`src/rtl/ks_sub_pipe_64_pkg.sv`:
```
// Shared Kogge-Stone definitions for the adder/subtractor datapath library.
package ks_pkg;

    localparam int DEF_WIDTH = 64;
    localparam int DEF_SPLIT = 3;
    localparam int LEVELS    = $clog2(DEF_WIDTH);

    typedef struct packed {
        logic g;
        logic p;
    } gp_t;

endpackage

```
`src/rtl/ks_sub_pipe_64_if.sv`:
```
// Operand/result handshake bundle for ks_sub_pipe_64.
interface ks_sub_pipe_64_if #(
    parameter int WIDTH = 64
);
    logic             in_valid;
    logic             in_ready;
    logic [WIDTH-1:0] a;
    logic [WIDTH-1:0] b;
    logic             bin;
    logic             out_valid;
    logic             out_ready;
    logic [WIDTH-1:0] diff;
    logic             bout;
    logic             ovf;
    logic             zero;

    modport slave (
        input  in_valid, a, b, bin, out_ready,
        output in_ready, out_valid, diff, bout, ovf, zero
    );

    modport master (
        output in_valid, a, b, bin, out_ready,
        input  in_ready, out_valid, diff, bout, ovf, zero
    );
endinterface

```
`src/rtl/ks_sub_pipe_64_prefix.sv`:
```
// One combinational Kogge-Stone prefix level at a fixed combine distance.
module ks_prefix_level
    import ks_pkg::*;
#(
    parameter int WIDTH = 64,
    parameter int DIST  = 1
) (
    input  gp_t [WIDTH-1:0] i_gp,
    output gp_t [WIDTH-1:0] o_gp
);

    always_comb begin
        o_gp = i_gp;
        for (int i = DIST; i < WIDTH; i++) begin
            o_gp[i].g = i_gp[i].g | (i_gp[i].p & i_gp[i-DIST].g);
            o_gp[i].p = i_gp[i].p & i_gp[i-DIST].p;
        end
    end

endmodule

```
`src/rtl/ks_sub_pipe_64.sv`:
```
// Three-stage Kogge-Stone subtractor (a - b - bin) with valid/ready flow control.
module ks_sub_pipe_64
    import ks_pkg::*;
#(
    parameter int WIDTH = DEF_WIDTH,
    parameter int SPLIT = DEF_SPLIT
) (
    input  logic             clk,
    input  logic             rst,
    ks_sub_pipe_64_if.slave  bus
);

    localparam int LV = $clog2(WIDTH);

    logic             r_v1, r_v2, r_v3;
    logic             w_rdy1, w_rdy2, w_rdy3;

    logic [WIDTH-1:0] r_a, r_nb;
    logic             r_c0;

    gp_t  [WIDTH-1:0] r_gp;
    logic [WIDTH-1:0] r_p;
    logic             r_c0_s2;

    logic [WIDTH-1:0] r_diff;
    logic             r_bout, r_ovf, r_zero;

    logic [WIDTH-1:0] w_g0, w_p0;
    gp_t  [WIDTH-1:0] w_gp0;
    gp_t  [WIDTH-1:0] w_s2 [SPLIT+1];
    gp_t  [WIDTH-1:0] w_s3 [LV-SPLIT+1];
    logic [WIDTH:0]   w_c;
    logic [WIDTH-1:0] w_diff;

    assign w_rdy3       = !r_v3 || bus.out_ready;
    assign w_rdy2       = !r_v2 || w_rdy3;
    assign w_rdy1       = !r_v1 || w_rdy2;
    assign bus.in_ready = w_rdy1;

    assign w_g0 = r_a & r_nb;
    assign w_p0 = r_a ^ r_nb;

    // Carry-in folded into bit 0's generate so the prefix tree yields c[i+1] directly.
    always_comb begin
        for (int i = 0; i < WIDTH; i++) begin
            w_gp0[i] = '{g: w_g0[i], p: w_p0[i]};
        end
        w_gp0[0].g = w_g0[0] | (w_p0[0] & r_c0);
    end

    assign w_s2[0] = w_gp0;
    for (genvar l = 0; l < SPLIT; l++) begin : g_s2_lvl
        ks_prefix_level #(.WIDTH(WIDTH), .DIST(1 << l)) u_lvl (
            .i_gp (w_s2[l]),
            .o_gp (w_s2[l+1])
        );
    end

    assign w_s3[0] = r_gp;
    for (genvar l = SPLIT; l < LV; l++) begin : g_s3_lvl
        ks_prefix_level #(.WIDTH(WIDTH), .DIST(1 << l)) u_lvl (
            .i_gp (w_s3[l-SPLIT]),
            .o_gp (w_s3[l-SPLIT+1])
        );
    end

    always_comb begin
        w_c[0] = r_c0_s2;
        for (int i = 0; i < WIDTH; i++) begin
            w_c[i+1] = w_s3[LV-SPLIT][i].g;
        end
    end

    assign w_diff = r_p ^ w_c[WIDTH-1:0];

    always_ff @(posedge clk or posedge rst) begin
        if (rst) begin
            r_v1 <= 1'b0;
            r_a  <= '0;
            r_nb <= '0;
            r_c0 <= 1'b0;
        end else if (w_rdy1) begin
            r_v1 <= bus.in_valid;
            if (bus.in_valid) begin
                r_a  <= bus.a;
                r_nb <= ~bus.b;
                r_c0 <= !bus.bin;
            end
        end
    end

    always_ff @(posedge clk or posedge rst) begin
        if (rst) begin
            r_v2    <= 1'b0;
            r_gp    <= '0;
            r_p     <= '0;
            r_c0_s2 <= 1'b0;
        end else if (w_rdy2) begin
            r_v2 <= r_v1;
            if (r_v1) begin
                r_gp    <= w_s2[SPLIT];
                r_p     <= w_p0;
                r_c0_s2 <= r_c0;
            end
        end
    end

    // Overflow is carry-into-MSB xor carry-out, equivalent to the operand-sign rule.
    always_ff @(posedge clk or posedge rst) begin
        if (rst) begin
            r_v3   <= 1'b0;
            r_diff <= '0;
            r_bout <= 1'b0;
            r_ovf  <= 1'b0;
            r_zero <= 1'b0;
        end else if (w_rdy3) begin
            r_v3 <= r_v2;
            if (r_v2) begin
                r_diff <= w_diff;
                r_bout <= !w_c[WIDTH];
                r_ovf  <= w_c[WIDTH] ^ w_c[WIDTH-1];
                r_zero <= (w_diff == '0);
            end
        end
    end

    assign bus.out_valid = r_v3;
    assign bus.diff      = r_diff;
    assign bus.bout      = r_bout;
    assign bus.ovf       = r_ovf;
    assign bus.zero      = r_zero;

endmodule

```
`src/flat_wrapper.sv`:
```
// flat-port wrapper written by rule: the top's interface ports become plain ports
module ks_sub_pipe_64_flat import ks_pkg::*;
#(
    parameter int WIDTH = DEF_WIDTH,
    parameter int SPLIT = DEF_SPLIT
)
  (clk, rst, bus_in_valid, bus_a, bus_b, bus_bin, bus_out_ready, bus_in_ready, bus_out_valid, bus_diff, bus_bout, bus_ovf, bus_zero);
  ks_sub_pipe_64_if #(.WIDTH(WIDTH)) bus_i ();
  input  logic clk;
  input  logic rst;
  input wire logic [$bits(bus_i.in_valid)-1:0] bus_in_valid;
  input wire logic [$bits(bus_i.a)-1:0] bus_a;
  input wire logic [$bits(bus_i.b)-1:0] bus_b;
  input wire logic [$bits(bus_i.bin)-1:0] bus_bin;
  input wire logic [$bits(bus_i.out_ready)-1:0] bus_out_ready;
  output wire logic [$bits(bus_i.in_ready)-1:0] bus_in_ready;
  output wire logic [$bits(bus_i.out_valid)-1:0] bus_out_valid;
  output wire logic [$bits(bus_i.diff)-1:0] bus_diff;
  output wire logic [$bits(bus_i.bout)-1:0] bus_bout;
  output wire logic [$bits(bus_i.ovf)-1:0] bus_ovf;
  output wire logic [$bits(bus_i.zero)-1:0] bus_zero;
  assign bus_i.in_valid = bus_in_valid;
  assign bus_i.a = bus_a;
  assign bus_i.b = bus_b;
  assign bus_i.bin = bus_bin;
  assign bus_i.out_ready = bus_out_ready;
  assign bus_in_ready = bus_i.in_ready;
  assign bus_out_valid = bus_i.out_valid;
  assign bus_diff = bus_i.diff;
  assign bus_bout = bus_i.bout;
  assign bus_ovf = bus_i.ovf;
  assign bus_zero = bus_i.zero;
  ks_sub_pipe_64 #(.WIDTH(WIDTH), .SPLIT(SPLIT)) u_core (.clk(clk), .rst(rst), .bus(bus_i));
endmodule
```
`config.mk`:
```
export PLATFORM = sky130hd
export DESIGN_NAME = ks_sub_pipe_64_flat
export DESIGN_NICKNAME = d
export VERILOG_FILES = /design/src/rtl/ks_sub_pipe_64_pkg.sv /design/src/rtl/ks_sub_pipe_64_if.sv /design/src/rtl/ks_sub_pipe_64_prefix.sv /design/src/rtl/ks_sub_pipe_64.sv /design/src/flat_wrapper.sv
export SDC_FILE = /design/constraint.sdc
export NUM_CORES = 1
export LEC_CHECK = 0
export ABC_AREA = 1
export ABC_CLOCK_PERIOD_IN_PS = 36500
export CORE_MARGIN = 4
export CORE_UTILIZATION = 50
export DETAILED_ROUTE_END_ITERATION = 12
export PLACE_DENSITY = 0.72
export SYNTH_ARGS = -nofsm -noshare
export SYNTH_HDL_FRONTEND = slang
export SYNTH_SLANG_ARGS = --single-unit
```
`constraint.sdc`:
```
create_clock -name clk -period 36.5 [get_ports clk]
set_clock_uncertainty 0.2 [all_clocks]
set_input_delay 5.475 -clock clk [delete_from_list [all_inputs] [get_ports clk]]
set_output_delay 5.475 -clock clk [all_outputs]
set_load 0.05 [all_outputs]
```
### Word level (Yosys, flattened, before mapping)

Cells that the tools add are included.
Widths: inputs -> output; s select.

| storage, ports and cells | value |
|---|---|
| bits of input ports | 133 |
| logic and storage cells | 1,051 |
| flip-flop bits (word level) | 384 |

| operators by class | value |
|---|---|
| bitwise logic cells | 907 |
| reduce and logical (&&, ||, !) cells | 12 |

Operator list:

| operator | count |
|---|---|
| $and 1x1->1 | 580 |
| $or 1x1->1 | 322 |
| $xor 64x64->64 | 2 |
| $and 64x64->64 | 1 |
| $logic_not 64->1 | 1 |
| $not 64->64 | 1 |
| $reduce_and 2->1 | 3 |
| $logic_not 1->1 | 5 |
| $logic_or 1x1->1 | 3 |
| $xor 1x1->1 | 1 |

### Depth between registers and ports, before layout

Gate-level depths: netlist of run 1.

| logic depth | value |
|---|---|
| word-level depth | 9 |
| depth in mapped cells | 14 |
| depth with buffers taken out | 14 |

### Hierarchy

From an unflattened synthesis of run 1, not the netlist that was laid out.

| unflattened totals | value |
|---|---|
| cell total of the unflattened synthesis | 3,020 |
| area total of the unflattened synthesis | 23,157.2 um^2 |

By module, submodules not included:

| module | instances | cells an instance | area each (um^2) |
|---|---|---|---|
| ks_sub_pipe_64 | 1 | 1,289 | 16,186.8 |
| ks_prefix_level at u_core.g_s2_lvl[0].u_lvl | 1 | 317 | 1,197.4 |
| ks_prefix_level at u_core.g_s2_lvl[1].u_lvl | 1 | 314 | 1,193.6 |
| ks_prefix_level at u_core.g_s2_lvl[2].u_lvl | 1 | 308 | 1,186.1 |
| ks_prefix_level at u_core.g_s3_lvl[3].u_lvl | 1 | 296 | 1,171.1 |
| ks_prefix_level at u_core.g_s3_lvl[4].u_lvl | 1 | 272 | 1,141.1 |
| ks_prefix_level at u_core.g_s3_lvl[5].u_lvl | 1 | 224 | 1,081.0 |

### Least setup slack after synthesis of run 1

No wires, ideal clock.

| timing path | value |
|---|---|
| path type | in2out |
| start point | in bus_out_ready |
| end point | out bus_in_ready |
| slack | 24,867 ps |
| buffers on the path | 0 |
| data required time | 30,825 ps |
| stages | 4 |
| arrival time | 5,958 ps |
| cell sequence | inv_1 nand2_1 nor2_2 nand2_2 |

| on the way | value |
|---|---|
| cells in the longest elaborated chain, start to end | 3 |

RTL lines:

| element | RTL line | RTL |
|---|---|---|
| start, declared | flat_wrapper.sv:15 | `input wire logic [$bits(bus_i.out_ready)-1:0] bus_out_ready;` |
| $logic_or 1x1->1 | ks_sub_pipe_64.sv:35 | `assign w_rdy3 = !r_v3 \|\| bus.out_ready;` |
| $logic_or 1x1->1 | ks_sub_pipe_64.sv:36 | `assign w_rdy2 = !r_v2 \|\| w_rdy3;` |
| $logic_or 1x1->1 | ks_sub_pipe_64.sv:37 | `assign w_rdy1 = !r_v1 \|\| w_rdy2;` |
| end, declared | flat_wrapper.sv:16 | `output wire logic [$bits(bus_i.in_ready)-1:0] bus_in_ready;` |

No other way between the ends.

### Worst setup path after layout of run 1

Ends and elaborated chain as after synthesis.

==> qor.csv, run 1 <==
stage;metric;value;unit
cts;numCtsBuffers;40;
worst_setup_path;critPathRequiredTime;30830;ps
worst_setup_path;worst_path_largest_cell_delay;840;ps
power;power;1.85;mW
detailed_routing;wl;55.2;mm
synthesis;ys_top_cells_by_area;dfrtp_1, nand2_1, o21ai_0, ha_1, a21oi_1;
worst_setup_path;reg2regPathDepth;8;
grt;gr-usage-all-layers;26.7;%
power;swShare;43.2;%
sta;tightestPinTransition;1160;ps
worst_setup_path;worstReg2RegEnd;u_core.r_gp[15]$_DFFE_PP0P_;
power;switchingPower;0.798;mW
synthesis;post_synth.cell_area_avg;8.39;sq um
synthesis;synthTopCellsByCount;nand2_1, dfrtp_1, o21ai_0;
detailed_routing;postRouteAntennaNets;0;
power;internal_power;1.05;mW
cts;cts_buffer_depth;3;
place;placed_cell_area;20900;sq um
cts;cts_resized;0;
synthesis;ys_async_sr_fraction;100;%
cts;clkTransAtPathRegs;60;ps
detailed_routing;vias;15800;
place;post-place-ws;23610;ps
floorplan;io_pins;202;
sta;finalCritPeriodShare;35.4;%
synthesis;ys.flop_type;dfrtp_1;
sta;drv_slew;0;
worst_setup_path;cp.buffers_inverters;3;
place;hpwl;42.6;mm
detailed_routing;drc;0;
floorplan;die_width;201;um
power;cellLeakagePower;10.4;nW
place;port_buffers;201;
worst_setup_path;cpLargestDelayFamily;buffers and inverters;
floorplan;start_util;50.8;%
grt;grt_max_degree;158;
worst_setup_path;startpoint_type;input pin;
worst_setup_path;worst-r2r-setup-slack;32890;ps
worst_setup_path;crit_fanout;3;
worst_setup_path;crit_end;bus_in_ready;
finish;nets;2594;
floorplan;rows;70;
cts;clockRootBuffer;clkbuf_16;
worst_setup_path;cp.depth;6;
power;peakVddDrop;34.6;uV
detailed_routing;drt_iter0_drc;1358;
floorplan;dieArea;40400;sq um
sta;fin_setup_tns;0;ps
worst_setup_path;path_common_cell;clkdlybuf4s50_1;
worst_setup_path;cp.arrival;7230;ps
power;power_frac_comb;42.1;%
cts;clock_latency;540;ps
sta;clock.fmax;77.5;MHz
power;power_density;83.0;nW/um^2
finish;stdcell_area;22300;sq um
synthesis;synth_top_cell_by_area;dfrtp_1;
cts;post-cts-setup-buffers;0;
power;p_seq_share;35.6;%
cts;hold_buffers;0;
worst_setup_path;cp_cell_sequence;clkdlybuf4s50_1 -> inv_1 -> nand2_1 -> nor2_2 -> nand2_2 -> clkdlybuf4s50_1;
grt;grt_pass1_wl;86.1;mm
floorplan;core_area;36700;sq um
synthesis;synthCells;2221;
worst_setup_path;slowest_stage;clkdlybuf4s50_1;
synthesis;synth-edff-count;0;
sta;relSlewSlack;22.6;%
worst_setup_path;crit_path_end_kind;output pin;
synthesis;synth-warning-count;0;
sta;fin_crit;12900;ps
detailed_routing;firstDrtPassIters;6;
sta;setup_violations;0;
synthesis;seq_area_frac_synth;51.6;%
finish;final_core_util;60.7;%
worst_setup_path;r2r-start;u_core.bus.out_valid$_DFFE_PP0P_;
synthesis;syn_area;18600;sq um
worst_setup_path;startpoint;bus_out_ready;
floorplan;die_h;201;um
worst_setup_path;crit_type;input pin to output pin;
detailed_routing;via_per_inst;5.47;
synthesis;ys_ff_latch;384;
sta;rsz0062_at_grt;false;
sta;timing.final.ws_setup;23600;ps
synthesis;synth_fp_nets;2418;
detailed_routing;wl_per_cell;19.1;um
min_path;hp-class;register to register;
finish;drive_gt1_share;6.18;%
cts;cts_tree;yes;
sta;finalHoldViolCount;0;
power;clkPwrFrac;22.4;%
outcome;outcome;finished clean;
run;maxCapViolations;0;
cts;clkSinkCount;384;
cts;h-tree-depth;2;
finish;syn2layout_area_growth;19.6;%
synthesis;synth_top_area_share;51.6;%
place;place_congestion;0.909;
finish;n_antenna_cell;0;
synthesis;yosysMostFrequentCell;nand2_1;
grt;antenna_found_initial;0;
grt;grt_pass1_vias;15100;
synthesis;synth_cell_types;35;
grt;overflow;0;
area by class of cell:
cell class                      count  area, sq um
Fill cell                        3293        14400
Timing Repair Buffer              209         2070
Inverter                          144          548
Clock inverter                     19          183
Multi-Input combinational cell   1618         8120
Sequential cell                   384         9610
Tap cell                          468          586
Clock buffer                       53         1150
cells in the final DEF, fill, tap and decap left out, drive strengths merged:
| master | n |
|---|---|
| nand2 | 744 |
| dfrtp | 384 |
| o21ai | 307 |
| clkdlybuf4s50 | 201 |
| inv | 146 |
| nor2 | 145 |
| a21oi | 140 |
| nand3 | 64 |
| ha | 64 |
| mux2 | 64 |
| clkbuf | 53 |
| a31oi | 31 |
| clkinv | 12 |
| nand3b | 11 |
| buf | 8 |
| xnor2 | 7 |
| xor2 | 5 |
| o21bai | 5 |
| nand4 | 5 |
| o21a | 5 |
| o31ai | 5 |
| nor3 | 3 |
| a21o | 3 |
| o221ai | 3 |
| o211ai | 3 |
| bufinv | 3 |
| o41ai | 2 |
| clkinvlp | 2 |
| a32oi | 1 |
| or2 | 1 |
per-stage QoR:
stage                     std cells  hold WS [ps]
after floorplan                2221           246
after global placement         2823           265
after detailed placement       2823           266
after CTS                      2895           282
after global routing           2895           296
final                          2895           280
metal layers:
| layer | global-route usage (%) | share of wire, % | vias up |
|---|---|---|---|
| met5 | 0 | 0 | - |
| met4 | 4.45 | 1.4 | 0 |
| met3 | 5.40 | 8.9 | 50 |
| met2 | 36.7 | 40 | 567 |
| met1 | 44.1 | 50 | 7496 |
| li1 | - | - | 7715 |
worst min-delay path by stage:
stage                                     from  cells after the start                              end
6_report           u_core.bus.zero$_DFFE_PP0P_                      2      u_core.bus.zero$_DFFE_PP0P_
5_1_grt        u_core.bus.diff[46]$_DFFE_PP0P_                      2  u_core.bus.diff[46]$_DFFE_PP0P_
4_1_cts            u_core.bus.zero$_DFFE_PP0P_                      2      u_core.bus.zero$_DFFE_PP0P_
3_5_place_dp       u_core.bus.zero$_DFFE_PP0P_                      2      u_core.bus.zero$_DFFE_PP0P_
3_3_place_gp   u_core.bus.diff[57]$_DFFE_PP0P_                      2  u_core.bus.diff[57]$_DFFE_PP0P_
2_1_floorplan      u_core.r_gp[26]$_DFFE_PP0P_                      2      u_core.r_gp[26]$_DFFE_PP0P_
tightest hold or removal path, delay by kind of cell (launching register included):
| family | cells | cell delay (ps) |
|---|---|---|
| simple gates | 2 | 110 |
| flops | 1 | 340 |
logic make-up after synthesis:
kind of cell	after synthesis	synth area share [%]
AND/OR/NAND/NOR	973	20.5
multiplexers	64	3.87
flip-flops	384	51.6
AO/OA/AOI/OAI	505	14.2
buffers and inverters	219	4.98
adder cells (fa/ha/maj)	64	4.30
XOR/XNOR	12	0.564
flip-flops by register name, indices dropped and copies added (netlist names), 64 cells and up:
name,cells
u_core.r_nb,64
u_core.r_a,64
u_core.r_gp,120
u_core.r_p,64
u_core.bus.diff,64
power by group through the flow:
stage	registers (mW)	logic (mW)	clock network (mW)
detailed placement	0.662	0.767	0
global placement	0.657	0.757	0
CTS	0.655	0.770	0.419
finish	0.657	0.778	0.413
global route	0.672	0.850	0.437
floorplan	0.758	0.391	0
(Power assumes the default switching activity.)
==> run 2: changes to the inputs <==
- ABC_CLOCK_PERIOD_IN_PS: 36500 -> 10750
- PLACE_DENSITY: 0.72 -> 0.75
- clock period: 36.5 -> 10.75 ns (I/O delays scaled with it)
==> run 2 against run 1 <==
Non-clock buffer count unchanged; sequential share of layout area up 0.078 points; core utilization down 0.11 points; power rose to 3.4 times the previous value; worst setup slack worse by 18000 ps; first-iteration DRC count up 1.4%; final area down 0.18%; clock power rose to 3.3 times the previous value; die area unchanged; register-to-register slack worse by 26000 ps; sequential power rose to 3.4 times the previous value; cell count down 0.10%.
==> qor.csv, run 2 (synthesis results as in run 1) <==
stage;metric;value;unit;change
outcome;outcome;finished clean;;
cts;clkSinkCount;384;;unchanged
cts;clkTransAtPathRegs;50;ps;about the same
sta;fin_setup_tns;0;ps;unchanged
detailed_routing;vias;15900;;+0.67%
place;placed_cell_area;20900;sq um;about the same
place;place_congestion;0.951;;+4.6%
worst_setup_path;crit_path_end_kind;output pin;;
detailed_routing;drt_iter0_drc;1377;;+1.4%
grt;antenna_found_initial;0;;unchanged
worst_setup_path;crit_fanout;3;;unchanged
cts;cts_buffer_depth;3;;unchanged
worst_setup_path;cp.arrival;3370;ps;-3860 ps
min_path;holdPathStages;2;;unchanged
cts;clock_latency;560;ps;+20 ps
worst_setup_path;startpoint_type;input pin;;
floorplan;io_pins;202;;unchanged
sta;fin_crit;5180;ps;
sta;rsz0062_at_grt;false;;
grt;overflow;0;;unchanged
sta;tightestPinTransition;1010;ps;-156 ps
grt;grt_pass1_vias;15200;;+0.54%
cts;post-cts-setup-buffers;0;;unchanged
worst_setup_path;critPathRequiredTime;8940;ps;-21,890 ps
finish;final_cell_mix;nand2_1, dfrtp_1, o21ai_0, clkdlybuf4s50_1, nor2_1;;
finish;regMostFlops;u_core.r_gp;;
finish;stdcell_area;22200;sq um;-0.18%
sta;setup_violations;0;;unchanged
min_path;min_to;u_core.bus.diff[7]$_DFFE_PP0P_;;
finish;drive_gt1_share;5.86;%;-0.32 points
sta;finalCritPeriodShare;48.2;%;
power;power_density;281;nW/um^2;+240%
cts;h-tree-depth;2;;unchanged
place;port_buffers;201;;unchanged
detailed_routing;wl_per_cell;18.9;um;-1.1%
place;post-place-ws;5530;ps;-18,080 ps
sta;relSlewSlack;32.9;%;+10 points
sta;finalHoldViolCount;0;;unchanged
sta;timing.final.ws_setup;5570;ps;-18,030 ps
cts;clockRootBuffer;clkbuf_16;;
worst_setup_path;worstReg2RegEnd;u_core.r_gp[13]$_DFFE_PP0P_;;
detailed_routing;via_per_inst;5.51;;+0.77%
grt;grt_pass1_wl;85.5;mm;-0.67%
finish;n_antenna_cell;0;;unchanged
cts;cts_resized;0;;unchanged
min_path;hp-class;register to register;;
worst_setup_path;startpoint;bus_out_ready;;
power;cellLeakagePower;10.4;nW;-0.32%
finish;syn2layout_area_growth;19.4;%;
detailed_routing;drc;0;;unchanged
worst_setup_path;reg2regPathDepth;8;;unchanged
finish;nets;2595;;+0.039%
floorplan;dieArea;40400;sq um;unchanged
grt;grt_max_degree;181;;+15%
floorplan;start_util;50.8;%;unchanged
detailed_routing;postRouteAntennaNets;0;;unchanged
min_path;hold_start;u_core.bus.diff[7]$_DFFE_PP0P_;;
floorplan;die_width;201;um;unchanged
grt;gr-usage-all-layers;26.6;%;-0.18 points
finish;largest_reg_flops;120;;unchanged
place;hpwl;42.0;mm;-1.4%
worst_setup_path;crit_type;input pin to output pin;;
floorplan;rows;70;;unchanged
cts;hold_buffers;0;;unchanged
cts;cts_tree;yes;;
detailed_routing;firstDrtPassIters;6;;unchanged
worst_setup_path;r2r-start;u_core.bus.out_valid$_DFFE_PP0P_;;
detailed_routing;wl;54.6;mm;-1.2%
sta;clock.fmax;193;MHz;
floorplan;core_area;36700;sq um;unchanged
sta;drv_slew;0;;unchanged
cts;numCtsBuffers;41;;+2.5%
run;maxCapViolations;0;;unchanged
power;peakVddDrop;139;uV;+300%
finish;final_common_cell;nand2_1;;
worst_setup_path;worst-r2r-setup-slack;7240;ps;-25,650 ps
floorplan;die_h;201;um;unchanged
-- run 2: cell count changes in the layout (fill, tap and decap cells not counted) --
cell       before  now
buf_12          0    1
buf_4           8    7
bufinv_16       3    2
clkbuf_1        4    9
clkinv_2       12    6
inv_8           1    0
-- run 2: worst max path at each step --
stage	cells past startpoint	to	slack, ps
after floorplan	1	u_core.bus.bout$_DFFE_PP0P_	3780
final	6	bus_in_ready	5570
after CTS	6	bus_in_ready	5570
after global placement	6	bus_in_ready	5560
after detailed placement	10	u_core.r_gp[19]$_DFFE_PP0P_	5530
after global routing	6	bus_in_ready	5530
-- run 2: routing by layer --
metal	part of all wire, %	track usage [%]	vias to the layer above
li1	-	-	7711
met1	48	43.1	7554
met2	41	36.9	598
met3	9.2	4.89	71
met4	2.1	6.05	0
met5	0	0	-
-- run 2: power by group --
group | total [mW] | internal, mW | switching [mW]
Clock | 1.37 | 0.803 | 0.569
Sequential | 2.23 | 1.90 | 0.333
Combinational | 2.64 | 0.838 | 1.80
Total | 6.24 | 3.54 | 2.70
-- run 2: area by class of cell --
cell class	instances	area [sq um]
clock buffer	58	1170
sequential	384	9610
tap	468	586
multi-input combinational	1618	8120
fill	3233	14500
timing repair buffer	209	2080
clock inverter	11	115
inverter	144	544
-- run 2: stage by stage --
step / util (%) / power (mW) / cells / hold WS [ps]
after floorplan: - / 3.90 / 2221 / 246
after global placement: 57.1 / 4.79 / 2823 / 266
after detailed placement: 57.1 / 4.85 / 2823 / 267
after CTS: 60.6 / 6.23 / 2892 / 282
after global routing: 60.6 / 6.61 / 2892 / 296
final: 60.6 / 6.24 / 2892 / 278
-- run 2: critical path, cell delays in order --
cell	delay (ps)
clkdlybuf4s50_1	490
inv_1	90
nand2_1	100
nor2_2	60
nand2_2	170
clkdlybuf4s50_1	850
==> run 3: changes to the inputs <==
- ABC_CLOCK_PERIOD_IN_PS: 10750 -> 5400
- PLACE_DENSITY: 0.75 -> 0.72
- clock period: 10.75 -> 5.4 ns (I/O delays scaled with it)
==> run 3 against run 2 <==
Worst hold slack gained 0.97 ps; flip-flop and latch count unchanged; cell count increased by 0.35%; register-to-register slack got worse by 4500 ps; critical path type unchanged.
==> qor.csv, run 3 (synthesis results as in run 1) <==
stage;metric;value;unit;change
cts;clock_latency;550;ps;about the same
worst_setup_path;crit_fanout;3;;unchanged
sta;finalHoldViolCount;0;;unchanged
power;cellLeakagePower;10.5;nW;+0.79%
detailed_routing;drt_iter0_drc;1538;;+12%
sta;timing.final.ws_setup;1840;ps;-3730 ps
finish;final_cell_mix;nand2_1, dfrtp_1, o21ai_0, clkdlybuf4s50_1, nor2_1;;
detailed_routing;drc;0;;unchanged
power;p_seq_share;35.3;%;-0.5 points
detailed_routing;vias;15900;;-0.069%
power;power_density;563;nW/um^2;+100%
floorplan;start_util;50.8;%;unchanged
cts;cts_buffer_depth;3;;unchanged
sta;clock.fmax;281;MHz;
sta;drv_slew;0;;unchanged
place;place_congestion;0.938;;-1.4%
power;power;12.6;mW;+100%
power;internal_power;7.19;mW;+100%
worst_setup_path;cp.arrival;2550;ps;-820 ps
worst_setup_path;crit_type;input pin to output pin;;
worst_setup_path;crit_path_end_kind;output pin;;
grt;grt_pass1_wl;86.6;mm;+1.3%
min_path;hp-class;register to register;;
sta;relSlewSlack;31.9;%;-0.94 points
floorplan;io_pins;202;;unchanged
worst_setup_path;startpoint_type;input pin;;
run;maxCapViolations;0;;unchanged
grt;overflow;0;;unchanged
cts;cts_resized;0;;unchanged
place;port_buffers;201;;unchanged
outcome;outcome;finished clean;;
place;post-place-ws;1830;ps;-3700 ps
cts;cts_tree;yes;;
grt;grt_pass1_vias;15200;;+0.18%
worst_setup_path;path_common_cell;clkdlybuf4s50_1;;
sta;fin_setup_tns;0;ps;unchanged
cts;numCtsBuffers;41;;unchanged
power;peakVddDrop;248;uV;+79%
power;swShare;43.0;%;-0.33 points
finish;drive_gt1_share;6.29;%;+0.43 points
sta;setup_violations;0;;unchanged
grt;gr-usage-all-layers;27.0;%;+0.45 points
detailed_routing;wl_per_cell;19.1;um;+1.5%
finish;largest_reg_flops;120;;unchanged
sta;tightestPinTransition;1020;ps;+14.0 ps
finish;regMostFlops;u_core.r_gp;;
detailed_routing;postRouteAntennaNets;0;;unchanged
worst_setup_path;cp.buffers_inverters;3;;unchanged
worst_setup_path;worst_path_largest_cell_delay;850;ps;about the same
worst_setup_path;slowest_stage;clkdlybuf4s50_1;;
sta;fin_crit;3560;ps;
grt;antenna_found_initial;1;;+1
detailed_routing;wl;55.6;mm;+1.8%
worst_setup_path;cpLargestDelayFamily;buffers and inverters;;
floorplan;dieArea;40400;sq um;unchanged
detailed_routing;firstDrtPassIters;6;;unchanged
floorplan;rows;70;;unchanged
worst_setup_path;cp_cell_sequence;clkdlybuf4s50_1 -> inv_1 -> nand2_1 -> nor2_2 -> nand2_2 -> clkdlybuf4s50_1;;
cts;post-cts-setup-buffers;0;;unchanged
sta;rsz0062_at_grt;false;;
floorplan;die_width;201;um;unchanged
cts;clkSinkCount;384;;unchanged
finish;stdcell_count;2902;;+0.35%
detailed_routing;via_per_inst;5.49;;-0.41%
power;power_frac_comb;41.7;%;-0.6 points
place;hpwl;43.1;mm;+2.5%
finish;final_core_util;61.0;%;+0.42 points
sta;finalCritPeriodShare;66.0;%;
cts;clockRootBuffer;clkbuf_16;;
cts;hold_buffers;0;;unchanged
place;dp_cells;2827;;+0.14%
floorplan;core_area;36700;sq um;unchanged
finish;syn2layout_area_growth;20.2;%;
floorplan;die_h;201;um;unchanged
cts;clkTransAtPathRegs;60;ps;about the same
finish;nets;2599;;+0.15%
power;clkPwrFrac;23.0;%;+1.0 points
cts;h-tree-depth;2;;unchanged
worst_setup_path;critPathRequiredTime;4390;ps;-4550 ps
power;switchingPower;5.42;mW;+100%
grt;grt_max_degree;156;;-14%
finish;final_common_cell;nand2_1;;
-- run 3: worst reg2reg max path: stages (launching register included) --
cell and delay, ps:
dfrtp_1 420, nand2_1 130, nor2_2 70, inv_2 100, nand2_8 340, inv_2 290
buf_4 630, o21ai_0 250, o21ai_1 130
-- run 3: final timing paths --
| check | startpoint | endpoint | slack [ps] | depth (start not counted) |
|---|---|---|---|---|
| max in group asynchronous | rst | u_core.r_gp[124]$_DFFE_PP0P_ | 3190 | 4 |
| worst min register to register | u_core.bus.diff[30]$_DFFE_PP0P_ | u_core.bus.diff[30]$_DFFE_PP0P_ | 280 | 2 |
| min in group asynchronous | rst | u_core.r_gp[9]$_DFFE_PP0P_ | 370 | 2 |
| worst min-delay path | u_core.bus.diff[30]$_DFFE_PP0P_ | u_core.bus.diff[30]$_DFFE_PP0P_ | 280 | 2 |
| worst max-delay path | bus_out_ready | bus_in_ready | 1840 | 6 |
| worst max register to register | u_core.bus.out_valid$_DFFE_PP0P_ | u_core.r_gp[121]$_DFFE_PP0P_ | 2760 | 8 |
-- run 3: routing by layer --
metal  vias to the layer above  wire, um  global-route usage [%]
li1                       7715         -                       -
met1                      7538     27200                    44.1
met2                       605     22200                    37.1
met3                        65      5050                    5.40
met4                         0      1060                    5.75
met5                         -         0                       0
-- run 3: per-stage QoR --
stage / cell area, sq um / hold WS (ps)
after CTS: 22400 / 285
final: 22400 / 279
after floorplan: 18600 / 246
after global placement: 21000 / 262
after detailed placement: 21000 / 269
after global routing: 22400 / 297
-- run 3: cell type report --
type                       count  area [sq um]
antenna                        1          2.50
fill                        3274         14300
tap                          468           586
sequential                   384          9610
clock inverter                14           155
clock buffer                  60          1240
inverter                     144           544
multi-input combinational   1618          8120
timing repair buffer         213          2130
-- run 3: power groups by stage --
| stage | registers, mW | clock network (mW) | logic [mW] |
|---|---|---|---|
| floorplan | 5.12 | 0 | 2.64 |
| global placement | 4.45 | 0 | 5.10 |
| detailed placement | 4.48 | 0 | 5.18 |
| CTS | 4.44 | 2.93 | 5.20 |
| global route | 4.55 | 3.06 | 5.75 |
| finish | 4.45 | 2.90 | 5.26 |
